### config.mk
export PLATFORM = sky130hd
export DESIGN_NAME = iob_native2simplebus
export DESIGN_NICKNAME = d
export VERILOG_FILES = /design/src/rtl/iob_native2simplebus_pkg.sv /design/src/rtl/iob_strb_decode.sv /design/src/rtl/iob_native2simplebus.sv
export SDC_FILE = /design/constraint.sdc
export NUM_CORES = 1
export LEC_CHECK = 0
export CAP_MARGIN = 30
export CORE_UTILIZATION = 25
export CTS_CLUSTER_SIZE = 28
export DETAILED_ROUTE_END_ITERATION = 8
export GPL_ROUTABILITY_DRIVEN = 0
export HOLD_SLACK_MARGIN = 0.02
export PLACE_DENSITY = 0.63
export SLEW_MARGIN = 30
export SYNTH_ARGS = -nofsm -noshare
export SYNTH_HDL_FRONTEND = slang
export SYNTH_SLANG_ARGS = --single-unit
### constraint.sdc
create_clock -name clk -period 3.55 [get_ports clk]
set_input_delay 0.71 -clock clk [delete_from_list [all_inputs] [get_ports clk]]
set_output_delay 0.71 -clock clk [all_outputs]
set_load 0.005 [all_outputs]
### src/rtl/iob_native2simplebus_pkg.sv
// Shared types and field positions for the IOb-native to simple-bus bridge.
package iob_native2simplebus_pkg;

  typedef enum logic [1:0] {
    ST_IDLE = 2'd0,
    ST_CMD  = 2'd1,
    ST_WAIT = 2'd2,
    ST_RESP = 2'd3
  } state_t;

  localparam logic [1:0] SZ_BYTE = 2'd0;
  localparam logic [1:0] SZ_HALF = 2'd1;
  localparam logic [1:0] SZ_WORD = 2'd2;

  localparam int WSTRB_LSB = 0;
  localparam int READY_POS = 0;
  localparam int RDATA_LSB = 1;

  function automatic int req_w(input int aw, input int dw);
    return 1 + aw + dw + dw / 8;
  endfunction

  function automatic int resp_w(input int dw);
    return dw + 1;
  endfunction

  function automatic int valid_pos(input int aw, input int dw);
    return aw + dw + dw / 8;
  endfunction

  function automatic int addr_lsb(input int dw);
    return dw + dw / 8;
  endfunction

  function automatic int wdata_lsb(input int dw);
    return dw / 8;
  endfunction

endpackage

### src/rtl/iob_strb_decode.sv
// Maps a 4-lane byte strobe to simple-bus size/offset, or flags it
// for splitting into single-byte writes.
module iob_strb_decode
  import iob_native2simplebus_pkg::*;
(
  input  logic [3:0] i_strb,
  output logic       o_read,
  output logic [1:0] o_size,
  output logic [1:0] o_offset,
  output logic       o_split,
  output logic [1:0] o_first,
  output logic [3:0] o_rest
);

  always_comb begin
    o_first = 2'd0;
    if (i_strb[0])      o_first = 2'd0;
    else if (i_strb[1]) o_first = 2'd1;
    else if (i_strb[2]) o_first = 2'd2;
    else if (i_strb[3]) o_first = 2'd3;
  end

  assign o_rest = i_strb & ~(4'b0001 << o_first);

  always_comb begin
    o_read   = 1'b0;
    o_split  = 1'b0;
    o_size   = SZ_BYTE;
    o_offset = o_first;
    unique case (i_strb)
      4'b0000: begin
        o_read   = 1'b1;
        o_size   = SZ_WORD;
        o_offset = 2'd0;
      end
      4'b1111: begin
        o_size   = SZ_WORD;
        o_offset = 2'd0;
      end
      4'b0011: begin
        o_size   = SZ_HALF;
        o_offset = 2'd0;
      end
      4'b1100: begin
        o_size   = SZ_HALF;
        o_offset = 2'd2;
      end
      4'b0001, 4'b0010,
      4'b0100, 4'b1000: o_size = SZ_BYTE;
      default:          o_split = 1'b1;
    endcase
  end

endmodule

### src/rtl/iob_native2simplebus.sv
// IOb-native responder replayed as a simple cmd/rsp bus initiator,
// one transaction in flight, with read timeout and sticky error.
module iob_native2simplebus
  import iob_native2simplebus_pkg::*;
#(
  parameter int ADDR_W    = 32,
  parameter int DATA_W    = 32,
  parameter int TIMEOUT_W = 8
) (
  input  logic                            clk,
  input  logic                            rst,
  input  logic [req_w(ADDR_W,DATA_W)-1:0] s_req,
  output logic [resp_w(DATA_W)-1:0]       s_resp,
  output logic                            cmd_valid,
  input  logic                            cmd_ready,
  output logic                            cmd_wr,
  output logic [ADDR_W-1:0]               cmd_address,
  output logic [DATA_W-1:0]               cmd_data,
  output logic [1:0]                      cmd_size,
  input  logic                            rsp_valid,
  input  logic                            rsp_error,
  input  logic [DATA_W-1:0]               rsp_data,
  input  logic                            err_clr,
  output logic                            err
);

  localparam int VP = valid_pos(ADDR_W, DATA_W);
  localparam int AL = addr_lsb(DATA_W);
  localparam int WL = wdata_lsb(DATA_W);
  localparam int SW = DATA_W / 8;
  localparam logic [TIMEOUT_W-1:0] T_LAST =
    TIMEOUT_W'((1 << TIMEOUT_W) - 2);

  state_t r_state, w_nstate;

  logic                 r_cmd_valid;
  logic                 r_cmd_wr;
  logic [ADDR_W-1:0]    r_cmd_addr;
  logic [DATA_W-1:0]    r_cmd_data;
  logic [1:0]           r_cmd_size;
  logic [DATA_W-1:0]    r_rdata;
  logic                 r_ready;
  logic                 r_err;
  logic [TIMEOUT_W-1:0] r_cnt;
  logic [3:0]           r_rem;

  logic              w_valid;
  logic [ADDR_W-3:0] w_addr_hi;
  logic [DATA_W-1:0] w_wdata;
  logic [SW-1:0]     w_wstrb;

  assign w_valid   = s_req[VP];
  assign w_addr_hi = s_req[AL+2 +: ADDR_W-2];
  assign w_wdata   = s_req[WL +: DATA_W];
  assign w_wstrb   = s_req[WSTRB_LSB +: SW];

  logic       w_dec_read, w_dec_split;
  logic [1:0] w_dec_size, w_dec_off, w_dec_first;
  logic [3:0] w_dec_rest, w_dec_in;

  // IDLE decodes the new request; CMD walks the remaining split lanes
  assign w_dec_in = (r_state == ST_IDLE) ? w_wstrb : r_rem;

  iob_strb_decode u_dec (
    .i_strb   (w_dec_in),
    .o_read   (w_dec_read),
    .o_size   (w_dec_size),
    .o_offset (w_dec_off),
    .o_split  (w_dec_split),
    .o_first  (w_dec_first),
    .o_rest   (w_dec_rest)
  );

  logic w_accept, w_rsp, w_timeout, w_err_set;

  assign w_accept  = r_cmd_valid & cmd_ready;
  assign w_rsp     = (r_state == ST_WAIT) & rsp_valid;
  assign w_timeout = (r_state == ST_WAIT) & ~rsp_valid &
                     (r_cnt == T_LAST);
  assign w_err_set = (w_rsp & rsp_error) | w_timeout;

  always_ff @(posedge clk or posedge rst) begin
    if (rst) r_state <= ST_IDLE;
    else     r_state <= w_nstate;
  end

  always_comb begin
    w_nstate = r_state;
    unique case (r_state)
      ST_IDLE: if (w_valid) w_nstate = ST_CMD;
      ST_CMD: begin
        if (w_accept) begin
          if (!r_cmd_wr)         w_nstate = ST_WAIT;
          else if (r_rem == '0)  w_nstate = ST_RESP;
        end
      end
      ST_WAIT: if (w_rsp || w_timeout) w_nstate = ST_RESP;
      ST_RESP: w_nstate = ST_IDLE;
      default: w_nstate = ST_IDLE;
    endcase
  end

  always_ff @(posedge clk or posedge rst) begin
    if (rst) begin
      r_cmd_valid <= 1'b0;
      r_cmd_wr    <= 1'b0;
      r_cmd_addr  <= '0;
      r_cmd_data  <= '0;
      r_cmd_size  <= 2'd0;
      r_rdata     <= '0;
      r_ready     <= 1'b0;
      r_cnt       <= '0;
      r_rem       <= 4'd0;
    end else begin
      unique case (r_state)
        ST_IDLE: begin
          if (w_valid) begin
            r_cmd_valid <= 1'b1;
            r_cmd_wr    <= ~w_dec_read;
            r_cmd_addr  <= {w_addr_hi, w_dec_off};
            r_cmd_data  <= w_wdata;
            r_cmd_size  <= w_dec_size;
            r_rem       <= w_dec_split ? w_dec_rest : 4'd0;
            r_rdata     <= '0;
          end
        end
        ST_CMD: begin
          if (w_accept) begin
            if (!r_cmd_wr) begin
              r_cmd_valid <= 1'b0;
              r_cnt       <= '0;
            end else if (r_rem != 4'd0) begin
              r_cmd_addr <= {r_cmd_addr[ADDR_W-1:2], w_dec_first};
              r_cmd_size <= SZ_BYTE;
              r_rem      <= w_dec_rest;
            end else begin
              r_cmd_valid <= 1'b0;
              r_ready     <= 1'b1;
            end
          end
        end
        ST_WAIT: begin
          r_cnt <= r_cnt + 1'b1;
          if (rsp_valid) begin
            r_rdata <= rsp_data;
            r_ready <= 1'b1;
          end else if (w_timeout) begin
            r_rdata <= '0;
            r_ready <= 1'b1;
          end
        end
        ST_RESP: r_ready <= 1'b0;
        default: r_ready <= 1'b0;
      endcase
    end
  end

  // a new error outranks a clear arriving in the same cycle
  always_ff @(posedge clk or posedge rst) begin
    if (rst) r_err <= 1'b0;
    else     r_err <= w_err_set | (r_err & ~err_clr);
  end

  assign cmd_valid   = r_cmd_valid;
  assign cmd_wr      = r_cmd_wr;
  assign cmd_address = r_cmd_addr;
  assign cmd_data    = r_cmd_data;
  assign cmd_size    = r_cmd_size;
  assign s_resp      = {r_rdata, r_ready};
  assign err         = r_err;

endmodule

# Word-level counts from Yosys, hierarchy flattened
# Index checks and enable logic that the tools add are counted.
# classes
addsub	1
n_eq_ne	21
shifts	1
n_mux	48
bitwise	14
n_reduce_logical	21
# ops
op	count
$mux 32	4
$pmux 32 s2	2
$mux 2	16
$mux 4	6
$mux 8	2
$pmux 8 s2	1
$eq 4x4->1 const B	3
$ne 2x2->1 const B	6
$pmux 2 s2	3
$mux 1	10
$reduce_and 5->1	2
$ne 3x3->1 const B	3
$reduce_and 3->1	3
$add 8x1->8 const B	1
$eq 4x2->1 const B	2
$eq 8x8->1 const B	1
$logic_not 4->1	2
$pmux 2 s4	1
$pmux 4 s2	1
$reduce_and 4->1	2
$reduce_or 8->1	1
$and 1x1->1	6
$reduce_bool 2->1	3
$and 4x4->4	1
18 further kinds	24
# totals
register_bits	116
inputBits	107
out_inout_bits	102

# Longest topological paths before layout
# logic_depth
word_depth	13
ltp_mapped	8
depth_no_buf	6

# Hierarchy
# Synthesis repeated with hierarchy kept, for this count alone.
# unflattened
cells_unflattened	390
area_unflattened_um2	5132.4
# by_module_without_submodules
module	instances	cells_per_inst	area_per_inst_um2	seq_area_each_um2
iob_native2simplebus	1	370	5006.1	2902.8
iob_strb_decode	1	20	126.4	0.0

# Worst setup path after synthesis
# Ideal clock, no wire load.
# synth_path
path_type	reg2reg
from	register r_state[0]
to	register r_rdata[19]
setup_time_ns	0.125
arrival_ns	1.861
t_required_ns	3.425
slack_ns	1.564
path_stages_with_launch	9
path_buffers	2
cell_sequence	dfrtp_1 > inv_1 > ha_1 > buf_2 > inv_1 > nor2_1 > a211oi_4 > buf_6 > mux2_2
# synth_via
elab_chain_cells	5
# synth_rtl
element	line_no	rtl
from (decl)	iob_native2simplebus.sv:34	state_t r_state, w_nstate;
from (signal assigned)	iob_native2simplebus.sv:84	else r_state <= w_nstate;
$eq 2x2->1	iob_native2simplebus.sv:78, iob_native2simplebus.sv:115	
$and 1x1->1 (2 in series)	iob_native2simplebus.sv:78	assign w_timeout = (r_state == ST_WAIT) & ~rsp_valid &
$ne 3x3->1 (no source line)	n/a	
$reduce_and 3->1 (no source line)	n/a	
to (signal assigned)	iob_native2simplebus.sv:145	r_rdata <= rsp_data;
to (decl)	iob_native2simplebus.sv:41	logic [DATA_W-1:0] r_rdata;
# Parallel ways exist; a longest one is shown, timed or not.
# A chain may end at the register's enable or synchronous reset.

# Worst setup path after layout
# layout_path
from	register r_state[0]
to	register r_rdata[30]
# The elaborated chain is that of the path after synthesis.

==> impl_metrics.tcl <==
set metrics [dict create \
    r2r_setup_slack_ps 910 \
    fmax_mhz 379 \
    crit_slowest_cell "dfrtp_1" \
    ioPinCount 209 \
    clkLatencyLatePin_ps 410 \
    period_needed_ps 2640 \
    fp.coreArea_um2 19700 \
    seq_power_share_pct 32.0 \
    finalCritPeriodShare_pct 74.3 \
    fin_worst_skew_ps 5.58 \
    routed_wl_um 13000 \
    worstHoldStart "r_rdata[28]" \
    wl_per_cell_um 15.0 \
    synth_top_area_share_pct 57.3 \
    start_util_pct 25.8 \
    fp.dieArea_um2 20800 \
    syn_area_um2 5070 \
    grt_setup_unrepaired "false" \
    yosysSeqAreaShare_pct 57.3 \
    crit_required_ps 3840 \
    synth_edf_count 0 \
    worst_hold_path_type "flip-flop to flip-flop" \
    grt_pass1_wl_um 20600 \
    vias 3902 \
    synthFlopType "dfrtp_1" \
    r2r_start "r_state[0]" \
    cts_tree "done" \
    p_sw_share_pct 28.8 \
    htree_levels 4 \
    drt_first_iter_violations 104 \
    clk_pin_slew_ps 50 \
    antenna_left 0 \
    postSynthCellCount 379 \
    p_total_mw 7.03 \
    final-setup-viol-count 0 \
    gr-total-overflow 0 \
    min_path_cells 1 \
    slew_headroom_pct 46.5 \
    drc 0 \
    drive_gt1_share_pct 23.1 \
    synth_nets 493 \
    hpwl_um 9260 \
    cts.sinks 116 \
    antenna_found_initial 0 \
    cts_root_buffer "clkbuf_16" \
    antenna_cells 0 \
    reg2reg_depth 7 \
    ys_seq_elements 116 \
    crit_fanout 39 \
    num_rows 51 \
    path_cells "inv_1 > ha_1 > buf_4 > clkinv_1 > a211oi_4 > buf_4 > mux2_2" \
    p_comb_share_pct 41.9 \
    power_density_nw_per_um2 873 \
    p_leak_nw 3.50 \
    critPathLaunchType "flip-flop" \
    hold_buffers 0 \
    post_cts_resized 0 \
    nNetsFinal 704 \
    yosys_warnings 0 \
    fp.dieH_um 144 \
    netlist_top_cells_count "dfrtp_1, mux2_2, and3_1, nand2_1, o21ai_0" \
    hold_viol_final 0 \
    critPathKind "flip-flop to flip-flop" \
    synth.area.top_cells "dfrtp_1, mux2_2, and3_1, ha_1, o31ai_1" \
    cts_buffer_depth 2 \
    synth_most_common_cell "dfrtp_1" \
    first_global_vias 4103 \
    setup-tns-final_ps 0 \
    io_buffers 206 \
    synth_top_area_cell "dfrtp_1" \
    grt_max_degree 55 \
    syn_avg_cell_area_um2 13.4 \
    via_per_inst 4.51 \
    syn2layout_area_growth_pct 58.8 \
    postCtsSetupBuffers 0 \
    maxCapViolCount 0 \
    power_frac_clock_pct 26.1 \
    dr.pass1.iters 4 \
    p_switching_mw 2.03 \
    die_w_um 144 \
    internal_power_mw 5.00 \
    cts_buffers 17 \
    maxSlewViolCount 0 \
    critical_path_arrival_ps 2930 \
    whs_endpoint "r_rdata[28]" \
    ys_async_sr_fraction_pct 100 \
    ir_drop_v 0.000462 \
    grt_use_total_pct 12.9 \
    worstMarginPinSlew_ps 800 \
    slowest_delay_ps 420 \
    cp-end-kind "flip-flop" \
    outcome "complete, no violations" \
    synth.distinct_cells 43 \
    r2r_end "r_rdata[30]" \
    cp_common_cell "buf_4" \
]
## cell usage in the layout, fill, tap and decap left out, types with 6 or more instances in the layout
| cell type | n |
|---|---|
| a21oi_1 | 7 |
| and3_1 | 34 |
| buf_4 | 6 |
| clkbuf_16 | 17 |
| clkdlybuf4s50_1 | 206 |
| dfrtp_1 | 116 |
| ha_1 | 7 |
| inv_1 | 7 |
| mux2_2 | 98 |
| nand2_1 | 12 |
| nor2_1 | 6 |
| o21ai_0 | 11 |
| o31ai_1 | 8 |
## flip-flops by register name (all words and copies together) (netlist names), 2 cells and up
register / flops
cmd_address: 32
cmd_data: 32
r_rdata: 32
r_cnt: 8
r_rem: 4
cmd_size: 2
r_state: 2
## layer usage
metal	global-route usage [%]	share of wire [%]	wire length, um	up-vias
met3	5.43	9.5	1240	18
met5	0	0	0	-
li1	-	-	-	1795
met2	20.8	47	6140	167
met1	15.1	42	5400	1922
met4	5.15	1.7	216	0
## power by group through the flow
stage	combinational (mW)	clock (mW)	sequential, mW
6_report	2.94	1.84	2.25
5_1_grt	3.20	1.96	2.33
4_1_cts	2.99	1.90	2.26
3_5_place_dp	2.97	0	2.27
3_3_place_gp	2.92	0	2.23
2_1_floorplan	1.43	0	2.28
## per-stage QoR
| step | area [um2] | worst slack, ps | std cells | utilization (%) | hold slack, ps |
|---|---|---|---|---|---|
| 6_report | 8050 | 911 | 866 | 40.9 | 484 |
| 5_1_grt | 8050 | 718 | 866 | 40.9 | 506 |
| 3_5_place_dp | 7410 | 896 | 836 | 37.7 | 477 |
| 4_1_cts | 8050 | 887 | 866 | 40.9 | 490 |
| 2_1_floorplan | 5070 | 1430 | 379 | - | 462 |
| 3_3_place_gp | 7410 | 949 | 836 | 37.7 | 467 |
## area by class of cell
class / count / area, um2
flip-flops and latches: 116 / 2900
well taps: 265 / 332
clock inverters: 8 / 149
fillers: 1900 / 11600
repair buffers: 213 / 2130
inverters: 9 / 37.5
clock buffers: 22 / 484
multi-input cells: 233 / 2020
## worst max-delay path: cells and delay by family (launching register included)
family | cells | cell delay, ps
compound gates | 1 | 310
mux | 1 | 400
fa+ha+maj | 1 | 160
buf+inv | 4 | 1210
flops | 1 | 420
## kinds of logic (layout without fill, tap and decap cells)
logic type                 Yosys count  in the layout  synth area share [%]
DFF                                116            116                  57.3
muxes                              104            104                  23.0
and+or+nand+nor                     73             73                  8.17
AOI/OAI and AO/OA                   49             49                  6.86
buffers and inverters               30            252                  2.96
adders and majority gates            7              7                  1.73
## worst max-delay path by stage
stage / to / slack [ps] / cells after the start / from
3_3_place_gp: r_rdata[9] / 950 / 7 / r_state[0]
4_1_cts: r_rdata[12] / 890 / 7 / r_state[0]
3_5_place_dp: r_rdata[12] / 900 / 7 / r_state[0]
6_report: r_rdata[30] / 910 / 7 / r_state[0]
2_1_floorplan: cmd_address[0] / 1430 / 1 / rst
5_1_grt: r_rdata[9] / 720 / 7 / r_state[0]
(Power assumes the default switching activity.)
